### src/rtl/seg_pkg.sv
// Shared constants for the scanned 7-segment display path:
// active-low segment patterns, digit counts and FSM states.
package seg_pkg;

    localparam int NUM_DIGITS = 4;
    localparam int BCD_DIGITS = 5;

    // {g,f,e,d,c,b,a}, active-low
    localparam logic [6:0] SEG_0     = 7'b1000000;
    localparam logic [6:0] SEG_1     = 7'b1111001;
    localparam logic [6:0] SEG_2     = 7'b0100100;
    localparam logic [6:0] SEG_3     = 7'b0110000;
    localparam logic [6:0] SEG_4     = 7'b0011001;
    localparam logic [6:0] SEG_5     = 7'b0010010;
    localparam logic [6:0] SEG_6     = 7'b0000010;
    localparam logic [6:0] SEG_7     = 7'b1111000;
    localparam logic [6:0] SEG_8     = 7'b0000000;
    localparam logic [6:0] SEG_9     = 7'b0010000;
    localparam logic [6:0] SEG_BLANK = 7'b1111111;
    localparam logic [6:0] SEG_DASH  = 7'b0111111;

    typedef enum logic {
        ST_IDLE,
        ST_CONV
    } state_t;

    function automatic logic [6:0] seg_decode(input logic [3:0] d);
        logic [6:0] s;
        case (d)
            4'd0:    s = SEG_0;
            4'd1:    s = SEG_1;
            4'd2:    s = SEG_2;
            4'd3:    s = SEG_3;
            4'd4:    s = SEG_4;
            4'd5:    s = SEG_5;
            4'd6:    s = SEG_6;
            4'd7:    s = SEG_7;
            4'd8:    s = SEG_8;
            4'd9:    s = SEG_9;
            default: s = SEG_BLANK;
        endcase
        return s;
    endfunction

endpackage

### src/rtl/bin2bcd_seq.sv
// Sequential double-dabble: one shift per clock, 16 shifts per value.
// o_bcd holds the last finished result and changes only with o_done.
module bin2bcd_seq
    import seg_pkg::*;
(
    input  logic        i_clk,
    input  logic        i_rst_n,
    input  logic        i_start,
    input  logic [15:0] i_bin,
    output logic        o_busy,
    output logic        o_done,
    output logic [19:0] o_bcd
);

    state_t      r_state;
    state_t      w_state_nxt;
    logic [15:0] r_bin;
    logic [19:0] r_acc;
    logic [19:0] r_res;
    logic [4:0]  r_cnt;
    logic        r_done;
    logic [19:0] w_adj;
    logic [19:0] w_acc_nxt;
    logic        w_last;

    assign w_last = (r_state == ST_CONV) && (r_cnt == 5'd15);

    always_comb begin
        w_adj = r_acc;
        for (int i = 0; i < BCD_DIGITS; i++) begin
            if (r_acc[i*4 +: 4] >= 4'd5)
                w_adj[i*4 +: 4] = r_acc[i*4 +: 4] + 4'd3;
        end
    end

    assign w_acc_nxt = {w_adj[18:0], r_bin[15]};

    always_ff @(posedge i_clk) begin
        if (!i_rst_n)
            r_state <= ST_IDLE;
        else
            r_state <= w_state_nxt;
    end

    always_comb begin
        w_state_nxt = r_state;
        unique case (r_state)
            ST_IDLE: if (i_start) w_state_nxt = ST_CONV;
            ST_CONV: if (w_last)  w_state_nxt = ST_IDLE;
        endcase
    end

    always_ff @(posedge i_clk) begin
        if (!i_rst_n) begin
            r_bin  <= '0;
            r_acc  <= '0;
            r_res  <= '0;
            r_cnt  <= '0;
            r_done <= 1'b0;
        end else begin
            r_done <= w_last;
            if (r_state == ST_IDLE) begin
                if (i_start) begin
                    r_bin <= i_bin;
                    r_acc <= '0;
                    r_cnt <= '0;
                end
            end else begin
                r_bin <= {r_bin[14:0], 1'b0};
                r_acc <= w_acc_nxt;
                r_cnt <= r_cnt + 5'd1;
                if (w_last)
                    r_res <= w_acc_nxt;
            end
        end
    end

    assign o_busy = (r_state == ST_CONV);
    assign o_done = r_done;
    assign o_bcd  = r_res;

endmodule

### src/rtl/seg_scan_display.sv
// 4-digit multiplexed common-anode display fed by a sequential BCD converter.
// Define SEG_LEADING_ZERO_BLANK_EN to blank leading zero digits.
module seg_scan_display
    import seg_pkg::*;
#(
    parameter int SCAN_DIV = 50000,
    parameter int WIDTH    = 16
)
(
    input  logic             i_clk,
    input  logic             i_rst_n,
    input  logic             i_load,
    input  logic [WIDTH-1:0] i_value,
    output logic             o_busy,
    output logic             o_done,
    output logic             o_ovf,
    output logic [6:0]       o_seg,
    output logic [3:0]       o_dig_sel
);

    localparam int            CW      = $clog2(SCAN_DIV);
    localparam logic [CW-1:0] CNT_MAX = CW'(SCAN_DIV - 1);

    logic                  w_busy;
    logic                  w_done;
    logic [19:0]           w_bcd;
    logic [CW-1:0]         r_scan;
    logic [1:0]            r_idx;
    logic [6:0]            r_seg;
    logic [NUM_DIGITS-1:0] r_dig;
    logic [3:0]            w_digit;
    logic                  w_blank;
    logic                  w_ovf;
    logic [6:0]            w_seg;

    // the converter's result register is the display store
    bin2bcd_seq u_conv (
        .i_clk   (i_clk),
        .i_rst_n (i_rst_n),
        .i_start (i_load),
        .i_bin   (i_value),
        .o_busy  (w_busy),
        .o_done  (w_done),
        .o_bcd   (w_bcd)
    );

    // a nonzero fifth digit means the value is above 9999
    assign w_ovf   = (w_bcd[19:16] != 4'd0);
    assign w_digit = w_bcd[{r_idx, 2'b00} +: 4];

`ifdef SEG_LEADING_ZERO_BLANK_EN
    always_comb begin
        w_blank = 1'b0;
        unique case (r_idx)
            2'd3:    w_blank = (w_bcd[15:12] == 4'd0);
            2'd2:    w_blank = (w_bcd[15:8] == 8'd0);
            2'd1:    w_blank = (w_bcd[15:4] == 12'd0);
            default: w_blank = 1'b0;
        endcase
    end
`else
    assign w_blank = 1'b0;
`endif

    assign w_seg = w_ovf   ? SEG_DASH  :
                   w_blank ? SEG_BLANK :
                   seg_decode(w_digit);

    always_ff @(posedge i_clk) begin
        if (!i_rst_n) begin
            r_scan <= '0;
            r_idx  <= '0;
            r_seg  <= SEG_0;
            r_dig  <= 4'b1110;
        end else begin
            if (r_scan == CNT_MAX) begin
                r_scan <= '0;
                r_idx  <= r_idx + 2'd1;
            end else begin
                r_scan <= r_scan + CW'(1);
            end
            r_seg <= w_seg;
            r_dig <= ~(4'b0001 << r_idx);
        end
    end

    assign o_busy    = w_busy;
    assign o_done    = w_done;
    assign o_ovf     = w_ovf;
    assign o_seg     = r_seg;
    assign o_dig_sel = r_dig;

endmodule

### config.mk
export PLATFORM = sky130hd
export DESIGN_NAME = seg_scan_display
export DESIGN_NICKNAME = d
export VERILOG_FILES = /design/src/rtl/seg_pkg.sv /design/src/rtl/bin2bcd_seq.sv /design/src/rtl/seg_scan_display.sv
export SDC_FILE = /design/constraint.sdc
export NUM_CORES = 1
export LEC_CHECK = 0
export CAP_MARGIN = 20
export CORE_ASPECT_RATIO = 1.25
export CORE_MARGIN = 1
export CORE_UTILIZATION = 60
export CTS_CLUSTER_SIZE = 30
export DETAILED_ROUTE_END_ITERATION = 16
export DONT_BUFFER_PORTS = 1
export PLACE_DENSITY = 0.76
export SYNTH_ARGS = -nofsm -noshare
export SYNTH_HDL_FRONTEND = slang
export SYNTH_SLANG_ARGS = --single-unit
### constraint.sdc
create_clock -name i_clk -period 5.26 [get_ports i_clk]
set_clock_uncertainty 0.15 [all_clocks]
set_input_delay 1.052 -clock i_clk [delete_from_list [all_inputs] [get_ports i_clk]]
set_output_delay 1.052 -clock i_clk [all_outputs]
set_load 0.02 [all_outputs]
==> reports/metrics.cfg, run 1 <==
[route]
ant_nets = 0
vias = 3152
drc = 0
firstDrtPassIters = 5
vias_per_cell = 5.60
drt_first_iter_violations = 83
wire_per_inst_um = 13.4
wl_mm = 7.56

[power]
max-vdd-ir-drop_uv = 130
swShare = 0.230
seqPwrFrac = 0.593
p_clk_frac = 0.366
power.internal_uw = 927
power_switching_uw = 277
combPwrFrac = 0.041
cellLeakagePower_nw = 1.65
power.density_nw_per_um2 = 265

[clock_network]
path_clk_slew_ns = 0.09
clkSinkCount = 92
cts_tree = done
cts_max_path_buffers = 2
ctsHtreeMaxLevel = 3
cts-root-buf = clkbuf_8
post_cts_resized = 0
cts_setup_buffers = 0
cts_buffers = 9
hold_buffers = 0
clkLatencyLatePin_ns = 0.35

[floorplan]
die_area_um2 = 7580
ios = 33
die-height_um = 97.1
die_w_um = 78.1
num_rows = 34
start_util = 0.622
core_um2 = 6980

[setup_path]
r2r_slack_ns = 3.00
worstReg2RegEnd = o_seg[1]
cp_max_fo = 5
startpoint = u_conv.o_bcd[19]
worstSetupEndpointType = primary output
reg2regPathDepth = 5
timing.rr.start = r_idx[0]
path_delay_family = simple AND/OR/NAND/NOR gates
crit_buf_inv = 1
arrival_ns = 1.57
required_ns = 4.06
critPathSlowestCell = nor4_1
startpoint_type = flop
worst_path_largest_cell_delay_ns = 0.56
path_cells = nor4_1 -> inv_1
critical_path_class = flop to primary output

[final_layout]
area_growth_pct = 4.53
seq_area_um2 = 1840
fin_nets = 510
nFillCells = 578
multiInputGateArea_um2 = 2300
antenna_cells = 0
final_cells = 563
drive_gt1_frac = 0.0846
final_util = 0.650

[synthesis]
yosys-top-cells-area = dfxtp_1, ha_1, o21ai_0
ys_warn_count = 0
syn-num-nets = 521
synth.ff_latch_count = 92
ys.flop_type = dfxtp_1
yosysTopAreaCell = dfxtp_1
syn_area_um2 = 4340
synth_cell_type_count = 43
ys_async_sr_fraction = 0
synth_top_area_frac = 0.425
syn-instance-count = 479
syn_area_per_cell_um2 = 9.06
synth_commonest_cells = dfxtp_1, o21ai_0, nand2_1, a21oi_1, nor2_1
post-synth-top-count-cell = dfxtp_1
synth-edff-count = 0
ys_seq_area_frac = 0.425

[sta]
finalHoldViolCount = 0
setup-tns-final_ns = 0
maxSlewViolCount = 0
max_slew_margin = 0.572
worst_pin_slew_ns = 0.641
setup_viol = 0
fmax_mhz = 360
period_share = 0.528
period_minus_slack_ns = 2.78
rsz0062_at_grt = false

[status]
status = finished clean

[min_path]
hold_start = u_conv.o_bcd[10]
min_path_cells = 2
worst_hold_path.endpoint = u_conv.o_bcd[10]
hp-class = flop to flop

[placement]
dp_hpwl_mm = 5.19
port_buffers = 0
placed_cells = 547
gp_congestion = 0.822

[global_routing]
antenna_found_initial = 0
grt_pass1_vias = 3023
grt_max_degree = 67
grt-ovfl-total = 0
grt.total_usage = 0.216
grt_pass1_wl_mm = 13.2

[flow_run]
maxCapViolations = 0

per-layer routing:
| metal | wire [µm] | vias to the layer above | share of wire | GRT usage |
|---|---|---|---|---|
| met5 | 0 | - | 0 | 0 |
| met4 | 121 | 0 | 0.016 | 0.0969 |
| met3 | 250 | 8 | 0.033 | 0.0385 |
| met2 | 3730 | 56 | 0.49 | 0.375 |
| met1 | 3450 | 1475 | 0.46 | 0.256 |
| li1 | - | 1613 | - | - |
power groups by stage:
stage | Combinational, mW | Clock [mW] | Sequential [mW]
after global routing | 0.0559 | 0.482 | 0.716
after CTS | 0.0499 | 0.449 | 0.714
after global placement | 0.0484 | 0 | 0.730
after floorplan | 0.0518 | 0 | 0.730
after detailed placement | 0.0498 | 0 | 0.731
final | 0.0490 | 0.440 | 0.714
flip-flops by register name, indices dropped and copies added, names as in the netlist:
name           flops
u_conv.r_bin      16
r_scan            16
u_conv.o_done      1
u_conv.r_cnt       5
o_dig_sel          4
o_seg              7
r_idx              2
u_conv.r_acc      20
u_conv.o_bcd      20
u_conv.o_busy      1
worst max path at each step:
stage	end	slack (ns)	cells after the start
floorplan	u_conv.r_bin[1]	3.03	5
global placement	o_ovf	2.93	2
detailed placement	o_ovf	2.87	2
CTS	o_ovf	2.48	2
global route	o_ovf	2.40	2
finish	o_ovf	2.48	2
logic make-up (layout without fill, tap and decap cells):
| family | after synthesis | after routing | synth area share |
|---|---|---|---|
| AND/OR/NAND/NOR | 171 | 171 | 0.207 |
| AO/OA/AOI/OAI | 99 | 99 | 0.136 |
| flip-flops | 92 | 92 | 0.425 |
| buffers and inverters | 45 | 39 | 0.0459 |
| multiplexers | 28 | 28 | 0.0779 |
| adder cells (fa/ha/maj) | 23 | 23 | 0.0663 |
| XOR/XNOR | 21 | 21 | 0.0424 |
layout by cell type (no fill, tap or decap), drive strengths merged, types with 2 or more instances in the layout:
cell and instances:
a21boi 7, a21oi 28, a22o 6, and2 19, and3 4, buf 2
clkbuf 11, clkinv 5, dfxtp 92, ha 23, inv 20, mux2 6
mux2i 18, mux4 4, nand2 44, nand2b 6, nand3 12, nand4 6
nor2 32, nor2b 11, nor3 18, nor3b 15, nor4 2, o21a 10
o21ai 44, xnor2 11, xor2 10
final cells by class:
cell class | instances | share of cell area
Sequential cell | 92 | 0.406
Clock buffer | 11 | 0.0334
Clock inverter | 5 | 0.00773
Timing Repair Buffer | 2 | 0.00331
Tap cell | 90 | 0.0248
Inverter | 21 | 0.0177
Multi-Input combinational cell | 342 | 0.507
stage by stage:
step	hold slack (ns)	setup slack [ns]	area, µm²	total power [mW]
floorplan	0.270	3.03	4340	0.781
global placement	0.291	2.93	4350	0.779
detailed placement	0.291	2.87	4350	0.781
CTS	0.312	2.48	4530	1.21
global route	0.336	2.40	4530	1.25
finish	0.307	2.48	4530	1.20
worst min-delay path, stage by stage (launching register included):
cell     delay (ns)
dfxtp_1        0.33
nand2_1        0.04
o21ai_0        0.05
No activity file was read; power rests on OpenSTA's default activity.
==> inputs of run 2 (changes only) <==
Settings changed: CORE_UTILIZATION 60 to 57, PLACE_DENSITY 0.76 to 0.75.
Clock period 5.26 ns to 2.35 ns, I/O delays scaled along.
==> run 2 against run 1 <==
  * Design area rose by 0.30%
  * Core utilization down 3.2 points
  * Non-clock buffer count increased by 4
  * Hold slack got worse by 0.26 ns
  * Register-to-register slack worse by 2.8 ns
  * Largest cell class unchanged
==> reports/metrics.cfg, run 2 (same netlist as run 1, synthesis figures left out) <==
[sta]
period_share = 0.901
worst_pin_slew_ns = 0.652
max_slew_margin = 0.564
setup_ws_ns = 0.233
setup_viol = 0
fmax_mhz = 472
setup-tns-final_ns = 0
rsz0062_at_grt = false
finalHoldViolCount = 0
maxSlewViolCount = 0
period_minus_slack_ns = 2.12

[setup_path]
startpoint_type = flop
cp_max_fo = 7
r2r_slack_ns = 0.23
required_ns = 2.44
arrival_ns = 2.20
worstSetupEndpointType = flop
critical_path_class = flop to flop

[route]
vias_per_cell = 5.53
ant_nets = 0
vias = 3145
wire_per_inst_um = 13.4
wl_mm = 7.61
drt_first_iter_violations = 99
drc = 0
firstDrtPassIters = 4

[final_layout]
antenna_cells = 0
nFillCells = 634
fin_nets = 514
final_cell_mix = dfxtp_1, o21ai_0, nand2_1
drive_gt1_frac = 0.0881
final_util = 0.618
final_common_cell = dfxtp_1
area_growth_pct = 4.85

[status]
status = finished clean

[placement]
gp_congestion = 0.798
port_buffers = 0
dp_slack_ns = 0.256
dp_hpwl_mm = 5.21

[floorplan]
core_um2 = 7360
die-height_um = 99.5
die_area_um2 = 7970
start_util = 0.590
ios = 33
die_w_um = 80.0
num_rows = 35

[global_routing]
grt.total_usage = 0.209
grt_max_degree = 57
grt-ovfl-total = 0
antenna_found_initial = 0
grt_pass1_wl_mm = 13.2
grt_pass1_vias = 2989

[clock_network]
cts_buffers = 9
clkLatencyLatePin_ns = 0.36
hold_buffers = 0
post_cts_resized = 0
cts_max_path_buffers = 2
clkSinkCount = 92
ctsHtreeMaxLevel = 3
cts-root-buf = clkbuf_8
cts_setup_buffers = 0
path_clk_slew_ns = 0.08
cts_tree = done

[power]
p_clk_frac = 0.351
power.internal_mw = 2.02
seqPwrFrac = 0.607
power_switching_uw = 619
combPwrFrac = 0.042
power.density_nw_per_um2 = 580
cellLeakagePower_nw = 1.65
swShare = 0.235
max-vdd-ir-drop_uv = 385

[flow_run]
maxCapViolations = 0

[min_path]
hp-class = input port to flop

## run 2: changes by cell type in the layout (fill, tap and decap cells not counted), sizes merged
| cell | before | now |
|---|---|---|
| buf | 2 | 6 |
| clkinv | 5 | 3 |
| clkinvlp | 1 | 3 |
## run 2: worst paths after layout
check	startpoint	depth (start not counted)	end
worst max-delay path	r_idx[0]	5	o_seg[1]
worst min register to register	u_conv.o_bcd[18]	2	u_conv.o_bcd[18]
worst max register to register	r_idx[0]	5	o_seg[1]
worst min-delay path	i_rst_n	1	o_dig_sel[1]
## run 2: cell type report
| class | instances | area, µm² | area share |
|---|---|---|---|
| Multi-Input combinational cell | 342 | 2300 | 0.505 |
| Sequential cell | 92 | 1840 | 0.405 |
| Clock buffer | 11 | 131 | 0.0289 |
| Tap cell | 92 | 115 | 0.0253 |
| Inverter | 21 | 80.1 | 0.0176 |
| Timing Repair Buffer | 6 | 45.0 | 0.00990 |
| Clock inverter | 5 | 36.3 | 0.00798 |
## run 2: power groups by stage
stage / clock network [mW] / registers, mW / logic [mW]
after floorplan: 0 / 1.63 / 0.116
after global placement: 0 / 1.64 / 0.107
after detailed placement: 0 / 1.64 / 0.111
after CTS: 0.952 / 1.60 / 0.111
after global routing: 1.03 / 1.61 / 0.122
final: 0.925 / 1.60 / 0.110
## run 2: routing by layer
metal | share of wire | GRT usage | vias up
met3 | 0.032 | 0.0339 | 10
li1 | - | - | 1620
met2 | 0.47 | 0.354 | 45
met5 | 0 | 0 | -
met4 | 0.013 | 0.0989 | 0
met1 | 0.48 | 0.257 | 1470
## run 2: stage by stage
step | instances | hold slack (ns) | total power [mW] | cell area [µm²]
finish | 569 | 0.0468 | 2.64 | 4550
global route | 569 | 0.0247 | 2.76 | 4550
CTS | 569 | 0.0268 | 2.67 | 4550
detailed placement | 553 | 0.293 | 1.75 | 4380
global placement | 553 | 0.284 | 1.74 | 4380
floorplan | 479 | 0.270 | 1.75 | 4340
## run 2: critical path, cell delays in order, from the launching register on
cell     delay, ns
dfxtp_1       0.47
mux4_2        0.66
inv_1         0.15
ha_1          0.25
o31ai_1       0.25
a21oi_1       0.06
